[config.mk]
export PLATFORM = sky130hd
export DESIGN_NAME = rf_writeback_queue_flat
export DESIGN_NICKNAME = d
export VERILOG_FILES = /design/src/rtl/rf_writeback_queue_if.sv /design/src/rtl/rf_writeback_queue.sv /design/src/flat_wrapper.sv
export SDC_FILE = /design/constraint.sdc
export NUM_CORES = 1
export LEC_CHECK = 0
export CORE_ASPECT_RATIO = 1.75
export CORE_MARGIN = 5
export CORE_UTILIZATION = 28
export CTS_BUF_LIST = sky130_fd_sc_hd__clkbuf_4
export DETAILED_ROUTE_END_ITERATION = 8
export SLEW_MARGIN = 20
export SYNTH_ARGS = -nofsm -noshare
export SYNTH_HDL_FRONTEND = slang
export SYNTH_SLANG_ARGS = --single-unit
[constraint.sdc]
create_clock -name clk -period 4.5 [get_ports clk]
set_input_delay 0.9 -clock clk [delete_from_list [all_inputs] [get_ports clk]]
set_output_delay 0.9 -clock clk [all_outputs]
set_load 0.005 [all_outputs]
[src/rtl/rf_writeback_queue_if.sv]
// ---------------------------------------------------------------------------
// rf_writeback_queue_if : ALU/LSU writeback handshakes plus register file write port
// Revision 1.0
// ---------------------------------------------------------------------------
`default_nettype none

interface rf_writeback_queue_if #(
   parameter int XLEN = 32
);
   logic            alu_valid;
   logic            alu_ready;
   logic [4:0]      alu_rd;
   logic [XLEN-1:0] alu_data;

   logic            lsu_valid;
   logic            lsu_ready;
   logic [4:0]      lsu_rd;
   logic [XLEN-1:0] lsu_data;

   logic            we3;
   logic [4:0]      a3;
   logic [XLEN-1:0] wd3;

   // master: the execute/memory side that issues requests and observes the write port
   modport master (
      output alu_valid, alu_rd, alu_data,
      output lsu_valid, lsu_rd, lsu_data,
      input  alu_ready, lsu_ready,
      input  we3, a3, wd3
   );

   // slave: the writeback queue itself
   modport slave (
      input  alu_valid, alu_rd, alu_data,
      input  lsu_valid, lsu_rd, lsu_data,
      output alu_ready, lsu_ready,
      output we3, a3, wd3
   );
endinterface

`default_nettype wire

[src/rtl/rf_writeback_queue.sv]
// ---------------------------------------------------------------------------
// rf_writeback_queue : round-robin ALU/LSU writeback FIFO driving the RF write port.
// Optional forwarding lookup enabled by macro WB_FWD_EN.   Revision 1.0
// ---------------------------------------------------------------------------
`default_nettype none

module rf_writeback_queue #(
   parameter int DEPTH = 4,
   parameter int XLEN  = 32
) (
   input  wire logic                        clk,
   input  wire logic                        rst_n,
   rf_writeback_queue_if.slave              bus,
   input  wire logic                        wb_stall,
   output logic [$clog2(DEPTH+1)-1:0]       count
`ifdef WB_FWD_EN
   ,
   input  wire logic [4:0]                  fwd_a,
   output logic                             fwd_hit,
   output logic [XLEN-1:0]                  fwd_data
`endif
);

   localparam int AW = $clog2(DEPTH);
   localparam int CW = $clog2(DEPTH+1);

   logic [4:0]      rd_mem   [DEPTH];
   logic [XLEN-1:0] data_mem [DEPTH];

   logic [AW-1:0]   wr_ptr;
   logic [AW-1:0]   rd_ptr;
   logic [CW-1:0]   count_q;
   logic            rr_lsu;

   logic            full;
   logic            empty;
   logic            grant_alu;
   logic            grant_lsu;
   logic            accept;
   logic [4:0]      sel_rd;
   logic [XLEN-1:0] sel_data;
   logic            push;
   logic            pop;

   assign full  = (count_q == CW'(DEPTH));
   assign empty = (count_q == '0);

   // rr_lsu=1 gives the LSU priority when both ports request together
   assign grant_lsu = bus.lsu_valid & (~bus.alu_valid | rr_lsu);
   assign grant_alu = bus.alu_valid & (~bus.lsu_valid | ~rr_lsu);

   // x0 writes are always accepted: they are dropped rather than stored
   assign bus.lsu_ready = grant_lsu & (~full | (bus.lsu_rd == 5'd0));
   assign bus.alu_ready = grant_alu & (~full | (bus.alu_rd == 5'd0));

   assign accept   = bus.lsu_ready | bus.alu_ready;
   assign sel_rd   = grant_lsu ? bus.lsu_rd   : bus.alu_rd;
   assign sel_data = grant_lsu ? bus.lsu_data : bus.alu_data;
   assign push     = accept & (sel_rd != 5'd0);
   assign pop      = ~empty & ~wb_stall;

   assign bus.we3 = pop;
   assign bus.a3  = empty ? 5'd0 : rd_mem[rd_ptr];
   assign bus.wd3 = empty ? '0   : data_mem[rd_ptr];
   assign count   = count_q;

   always_ff @(posedge clk) begin
      if (!rst_n) begin
         wr_ptr  <= '0;
         rd_ptr  <= '0;
         count_q <= '0;
         rr_lsu  <= 1'b1;
      end else begin
         if (push) begin
            wr_ptr <= wr_ptr + AW'(1);
         end
         if (pop) begin
            rd_ptr <= rd_ptr + AW'(1);
         end
         case ({push, pop})
            2'b10:   count_q <= count_q + CW'(1);
            2'b01:   count_q <= count_q - CW'(1);
            default: count_q <= count_q;
         endcase
         // point at the port that was not just served
         if (accept) begin
            rr_lsu <= grant_alu;
         end
      end
   end

   // Storage needs no reset: every read is qualified by the entry count.
   always_ff @(posedge clk) begin
      if (push) begin
         rd_mem[wr_ptr]   <= sel_rd;
         data_mem[wr_ptr] <= sel_data;
      end
   end

`ifdef WB_FWD_EN
   // Scan oldest to youngest so the last match wins.
   always_comb begin
      fwd_hit  = 1'b0;
      fwd_data = '0;
      for (int i = 0; i < DEPTH; i++) begin
         if ((CW'(i) < count_q) && (fwd_a != 5'd0) &&
             (rd_mem[AW'(rd_ptr + AW'(i))] == fwd_a)) begin
            fwd_hit  = 1'b1;
            fwd_data = data_mem[AW'(rd_ptr + AW'(i))];
         end
      end
   end
`endif

endmodule

`default_nettype wire

[src/flat_wrapper.sv]
// flat-port wrapper written by rule: the top's interface ports become plain ports
module rf_writeback_queue_flat 
#(
   parameter int DEPTH = 4,
   parameter int XLEN  = 32
)
  (clk, rst_n, wb_stall, count, bus_alu_valid, bus_alu_rd, bus_alu_data, bus_lsu_valid, bus_lsu_rd, bus_lsu_data, bus_alu_ready, bus_lsu_ready, bus_we3, bus_a3, bus_wd3);
  rf_writeback_queue_if #(.XLEN(XLEN)) bus_i ();
  input  wire logic clk;
  input  wire logic rst_n;
  input  wire logic wb_stall;
  output logic [$clog2(DEPTH+1)-1:0] count;
  input wire logic [$bits(bus_i.alu_valid)-1:0] bus_alu_valid;
  input wire logic [$bits(bus_i.alu_rd)-1:0] bus_alu_rd;
  input wire logic [$bits(bus_i.alu_data)-1:0] bus_alu_data;
  input wire logic [$bits(bus_i.lsu_valid)-1:0] bus_lsu_valid;
  input wire logic [$bits(bus_i.lsu_rd)-1:0] bus_lsu_rd;
  input wire logic [$bits(bus_i.lsu_data)-1:0] bus_lsu_data;
  output wire logic [$bits(bus_i.alu_ready)-1:0] bus_alu_ready;
  output wire logic [$bits(bus_i.lsu_ready)-1:0] bus_lsu_ready;
  output wire logic [$bits(bus_i.we3)-1:0] bus_we3;
  output wire logic [$bits(bus_i.a3)-1:0] bus_a3;
  output wire logic [$bits(bus_i.wd3)-1:0] bus_wd3;
  assign bus_i.alu_valid = bus_alu_valid;
  assign bus_i.alu_rd = bus_alu_rd;
  assign bus_i.alu_data = bus_alu_data;
  assign bus_i.lsu_valid = bus_lsu_valid;
  assign bus_i.lsu_rd = bus_lsu_rd;
  assign bus_i.lsu_data = bus_lsu_data;
  assign bus_alu_ready = bus_i.alu_ready;
  assign bus_lsu_ready = bus_i.lsu_ready;
  assign bus_we3 = bus_i.we3;
  assign bus_a3 = bus_i.a3;
  assign bus_wd3 = bus_i.wd3;
  rf_writeback_queue #(.DEPTH(DEPTH), .XLEN(XLEN)) u_core (.clk(clk), .rst_n(rst_n), .bus(bus_i), .wb_stall(wb_stall), .count(count));
endmodule
==> results.py <==
metrics = {
    "run_status": {
        "status": "finished, final reports clean",
    },
    "sta": {
        "fin_crit_sh_pct": 85.0,
        "fin_setup_tns_ns": 0,
        "rsz0062_at_grt": "no",
        "max_freq_mhz": 261,
        "tightest_slew_ns": 1.04,
        "finalCriticalPeriod_ns": 3.82,
        "hold_viol": 0,
        "report.final.slew_viol_count": 0,
        "finalSetupViolations": 0,
        "fin_worst_skew_ns": 0.0171,
        "relSlewSlack_pct": 30.4,
        "fin_ws_ns": 0.676,
    },
    "pwr": {
        "p_switching_mw": 1.28,
        "combPwrFrac_pct": 35.6,
        "power_density_nw_per_um2": 524,
        "power_leakage_nw": 2.77,
        "intPower_mw": 3.24,
        "clock_power_share_pct": 18.9,
        "netSwitchingFraction_pct": 28.4,
        "ir_drop_uv": 280,
        "p_seq_share_pct": 45.6,
    },
    "die": {
        "core_um2": 23400,
        "start_util_pct": 28.5,
        "die_area_um2": 27200,
        "io_pins": 122,
        "fp.dieH_um": 214,
        "die_w_um": 127,
        "num_rows": 74,
    },
    "clock_network": {
        "postCtsResizedCells": 0,
        "clockRootBuffer": "clkbuf_4",
        "cts_hold_buffers": 0,
        "cts_tree": "done",
        "cts_made_buffers": 17,
        "cts.sinks": 158,
        "clockBufferDepth": 2,
        "post_cts_buffers": 0,
        "clock_latency_ns": 0.51,
        "htree_levels": 4,
        "path_clk_slew_ns": 0.13,
    },
    "grt": {
        "grt_pass1_wl_mm": 23.4,
        "antenna_found_initial": 2,
        "grt_max_degree": 38,
        "overflow": 0,
        "grt_usage_pct": 11.3,
        "grt_pass1_vias": 4245,
    },
    "detailed_routing": {
        "wl_per_cell_um": 18.4,
        "drt-pass1-iter-count": 4,
        "first_iter_violations": 146,
        "routed_wirelength_mm": 14.8,
        "ant_nets": 0,
        "vias": 3644,
        "drc": 0,
        "vias_per_cell": 4.52,
    },
    "placement": {
        "hpwl_mm": 10.4,
        "place_ws_ns": 0.529,
        "gp_congestion": 0.790,
        "place.port_buffers": 121,
    },
    "yosys": {
        "synth_seq_area_share_pct": 69.5,
        "synth-main-ff-cell": "edfxtp_1",
        "async_reset_ff_share_pct": 0,
        "synth_cell_type_count": 40,
        "yosysWarnings": 0,
        "synthCells": 355,
        "synth_edf_count": 148,
        "synth-seq-cells": 158,
        "post-synth-top-count-cell": "edfxtp_1",
        "yosysTopAreaCell": "edfxtp_1",
        "synth_common_cells": "edfxtp_1, mux4_2, nor2b_1",
        "syn-num-nets": 440,
        "syn_area_um2": 6690,
        "synth.area.top_cells": "edfxtp_1, mux4_2, mux2_2",
        "syn_avg_cell_area_um2": 18.8,
        "synth.top_cell.area_share_pct": 66.5,
    },
    "layout": {
        "area_growth_pct": 28.9,
        "final_util_pct": 36.8,
        "num-fill-cells": 2205,
        "final_layout_size_suffix_gt1_share_pct": 25.1,
        "nNetsFinal": 574,
    },
    "setup_path": {
        "crit_required_ns": 3.60,
        "cp-end-kind": "output pin",
        "crit_path_start_kind": "input pin",
        "arrival_ns": 2.92,
        "crit_type": "in -> out",
        "critPathMaxFanout": 3,
    },
    "hold_path": {
        "hold_path_class": "reg -> reg",
    },
    "flow_run": {
        "drv_cap": 0,
    },
}
==> final timing paths <==
path / startpoint / end / slack, ns / cells past startpoint
max: bus_lsu_rd[3] / bus_lsu_ready / 0.68 / 7
min: u_core.wr_ptr[0] / u_core.wr_ptr[0] / 0.53 / 2
max reg2reg: u_core.rr_lsu / u_core.count[2] / 1.53 / 11
min reg2reg: u_core.wr_ptr[0] / u_core.wr_ptr[0] / 0.53 / 2
==> critical path, cell delays in order <==
cell	delay [ns]
clkdlybuf4s50_1	0.44
or4_1	0.55
nor2_1	0.18
nor2_1	0.07
or2_1	0.23
inv_1	0.06
clkdlybuf4s50_1	0.49
==> routing by layer <==
metal	up-vias	track usage, %	wire [µm]
li1	1663	-	-
met2	88	21.8	8710
met4	2	4.33	280
met3	21	2.74	622
met5	-	0	13
met1	1870	11.3	5190
==> area by class of cell <==
| cell class | instances | area (µm²) | share of cell area (%) |
|---|---|---|---|
| Antenna cell | 1 | 2.50 | 0.0290 |
| Multi-Input combinational cell | 173 | 1950 | 22.7 |
| Sequential cell | 158 | 4650 | 53.9 |
| Timing Repair Buffer | 131 | 1310 | 15.2 |
| Clock inverter | 12 | 146 | 1.70 |
| Tap cell | 304 | 380 | 4.42 |
| Inverter | 8 | 30.0 | 0.349 |
| Clock buffer | 19 | 143 | 1.66 |
==> cells in the final DEF (no fill, tap or decap), types with 2 or more instances in the layout <==
master,count
a21boi_0,2
and2_1,6
and2_2,4
buf_12,2
buf_4,8
bufinv_16,3
clkbuf_4,19
clkdlybuf4s50_1,121
clkinv_1,2
clkinv_2,2
clkinvlp_4,4
dfxtp_1,8
dfxtp_2,2
edfxtp_1,148
ha_1,5
inv_1,7
mux2_2,34
mux2i_1,2
mux4_2,37
nand2_1,8
nand3_1,3
nor2_1,4
nor2b_1,37
o21ai_0,5
or4_4,2
xnor2_1,2
xor2_1,2
==> sequential cells by signal, summed over array words and instances, names as in the netlist, named ones only <==
register	count
u_core.rd_ptr	2
u_core.count	3
u_core.wr_ptr	2
u_core.data_mem	128
u_core.rr_lsu	1
u_core.rd_mem	20
==> through the flow <==
stage	area (µm²)	std cells	power [mW]	hold WS (ns)
2_1_floorplan	6690	355	2.89	0.468
3_3_place_gp	8320	774	3.72	0.475
3_5_place_dp	8320	774	3.77	0.517
4_1_cts	8610	805	4.63	0.533
5_1_grt	8610	806	4.79	0.570
6_report	8610	806	4.52	0.532
==> logic make-up after synthesis <==
group / synth area share [%]
adders and majority gates: 1.24
buffers and inverters: 1.48
AOI/OAI and AO/OA: 2.19
and+or+nand+nor: 6.61
muxes: 18.5
xor gates and xnor gates: 0.524
DFF: 69.5
==> power groups by stage <==
stage / clock (mW) / sequential [mW] / combinational, mW
after floorplan: 0 / 2.02 / 0.873
after global placement: 0 / 2.08 / 1.64
after CTS: 0.885 / 2.07 / 1.67
final: 0.852 / 2.06 / 1.61
after global routing: 0.942 / 2.09 / 1.76
after detailed placement: 0 / 2.10 / 1.67
Power figures use the tool's default switching activity.
==> variant: new RTL, same settings <==
`DEPTH` is set to 4 in 2 places; all go to 8.
--- a/src/rtl/rf_writeback_queue.sv
+++ b/src/rtl/rf_writeback_queue.sv
@@ -7,3 +7,3 @@
 module rf_writeback_queue #(
-   parameter int DEPTH = 4,
+   parameter int DEPTH = 8,
    parameter int XLEN  = 32
--- a/src/flat_wrapper.sv
+++ b/src/flat_wrapper.sv
@@ -3,3 +3,3 @@
 #(
-   parameter int DEPTH = 4,
+   parameter int DEPTH = 8,
    parameter int XLEN  = 32
Interface: changed (resized count); port bits go from 122 to 123. The function was not compared with the original's and may differ.
==> variant against the original RTL <==
Worst setup slack worse by 0.17 ns. Sequential cell count is 152 higher. Largest power group unchanged. Area after synthesis is 87% higher. Cell area is 79% higher. Sequential power is 72% higher. Routed wire length is 85% higher. Highest routed layer is now met4. Power is 69% higher. Die area is 81% higher. Fmax is 4.2% lower.
==> variant: results <==
set metrics [dict create \
    arrival_ns 3.09 \
    port_buffers 122 \
    grt_max_degree 41 \
    drive_gt1_share_pct 26.22 \
    cp_max_fo 22 \
    cts_resized 0 \
    fillers 4128 \
    grt_first_pass_wirelength_mm 40.98 \
    synth_edf_count 296 \
    hold_class "reg -> reg" \
    routed_wl_mm 27.36 \
    clock_skew_ns 0.04365 \
    ys.flop_type "edfxtp_1" \
    yosys_warnings 0 \
    cts.reportedPaths.clkPinSlew_ns 0.07 \
    largest_reg_flops 256 \
    outcome "finished, final reports clean" \
    r2r_cells 9 \
    numCtsBuffers 70 \
    root_buffer "clkbuf_4" \
    place_area_sq_um 14550 \
    peakVddDrop_mv 0.2431 \
    dr.pass1.iters 4 \
    relSlewSlack_pct 44.66 \
    ys_top_cells_by_area "edfxtp_1 (71%), mux4_2 (13%), mux2_1 (3.2%)" \
    syn-num-nets 693 \
    grt_util_all_layers_pct 11.20 \
    htreeDepth 3 \
    yosys-top-cells-count "edfxtp_1 (296), mux4_2 (74), nor2_1 (50)" \
    worstSkewPairLatency_ns 0.68 \
    vias 6345 \
    drtIter0Drc 374 \
    dp_hpwl_mm 16.07 \
    ys_types 37 \
    antenna_found_initial 1 \
    grt_pass1_vias 7073 \
    cellLeakagePower_nw 4.838 \
    synth-seq-area-share_pct 73.36 \
    place.gp.congestion 0.6940 \
    clock_path_buffers 3 \
    netSwitchingFraction_pct 27.24 \
    nNetsFinal 876 \
]
variant: area by class of cell:
type                            instances  area share [%]
Timing Repair Buffer                  141           9.394
Clock buffer                          100           4.859
Inverter                                9          0.2187
Multi-Input combinational cell        259           20.51
Sequential cell                       310           59.40
Antenna cell                            1         0.01620
Clock inverter                         24          0.9637
Tap cell                              572           4.632
variant: final timing paths:
path                          from         endpoint  slack [ns]
setup / recovery         flip-flop       bus_wd3[8]        0.51
hold / removal    u_core.rd_ptr[1]        flip-flop        0.51
setup reg to reg   u_core.count[3]  u_core.count[3]        1.63
hold reg to reg   u_core.rd_ptr[1]        flip-flop        0.51
variant: stage by stage:
step / hold WS, ns / cells / utilization (%) / setup WS (ns)
4_1_cts: 0.5115 / 1415 / 34.88 / 0.3388
3_5_place_dp: 0.4931 / 1291 / 32.85 / 0.6165
3_3_place_gp: 0.4895 / 1291 / 32.85 / 0.6800
2_1_floorplan: 0.4766 / 608 / - / -1.098
5_1_grt: 0.5450 / 1416 / 34.89 / 0.2842
6_report: 0.5113 / 1416 / 34.89 / 0.5075
variant: per-layer routing:
layer / global-route usage [%] / routed length (um) / vias up
met5: 0 / 0 / -
met4: 4.129 / 412 / 0
met3: 2.375 / 1097 / 25
met2: 21.46 / 15900 / 142
met1: 11.88 / 9954 / 3288
li1: - / - / 2890
variant: kinds of logic (layout without fill, tap and decap cells):
logic type / count (synthesis) / in the layout / synth area share (%)
AO/OA/AOI/OAI: 23 / 23 / 1.412
XOR/XNOR: 4 / 4 / 0.2804
adder cells (fa/ha/maj): 6 / 6 / 0.6607
buffers and inverters: 39 / 274 / 1.752
flip-flops: 310 / 310 / 73.36
multiplexers: 150 / 150 / 19.78
other: 0 / 1 / 0
AND/OR/NAND/NOR: 76 / 76 / 2.753
variant: critical path: stages, from the launching register on:
cell and delay, ns:
dfxtp_4 0.66, buf_4 0.39, mux4_2 0.54, mux2i_1 0.26, nor2_1 0.07, clkdlybuf4s50_1 0.47
variant: power groups by stage:
stage               Combinational (W)  Sequential (W)  Clock, W
global placement              0.00197         0.00360         0
finish                        0.00192         0.00354   0.00219
detailed placement            0.00199         0.00361         0
CTS                           0.00200         0.00355   0.00229
floorplan                     0.00108         0.00355         0
global route                  0.00210         0.00357   0.00243
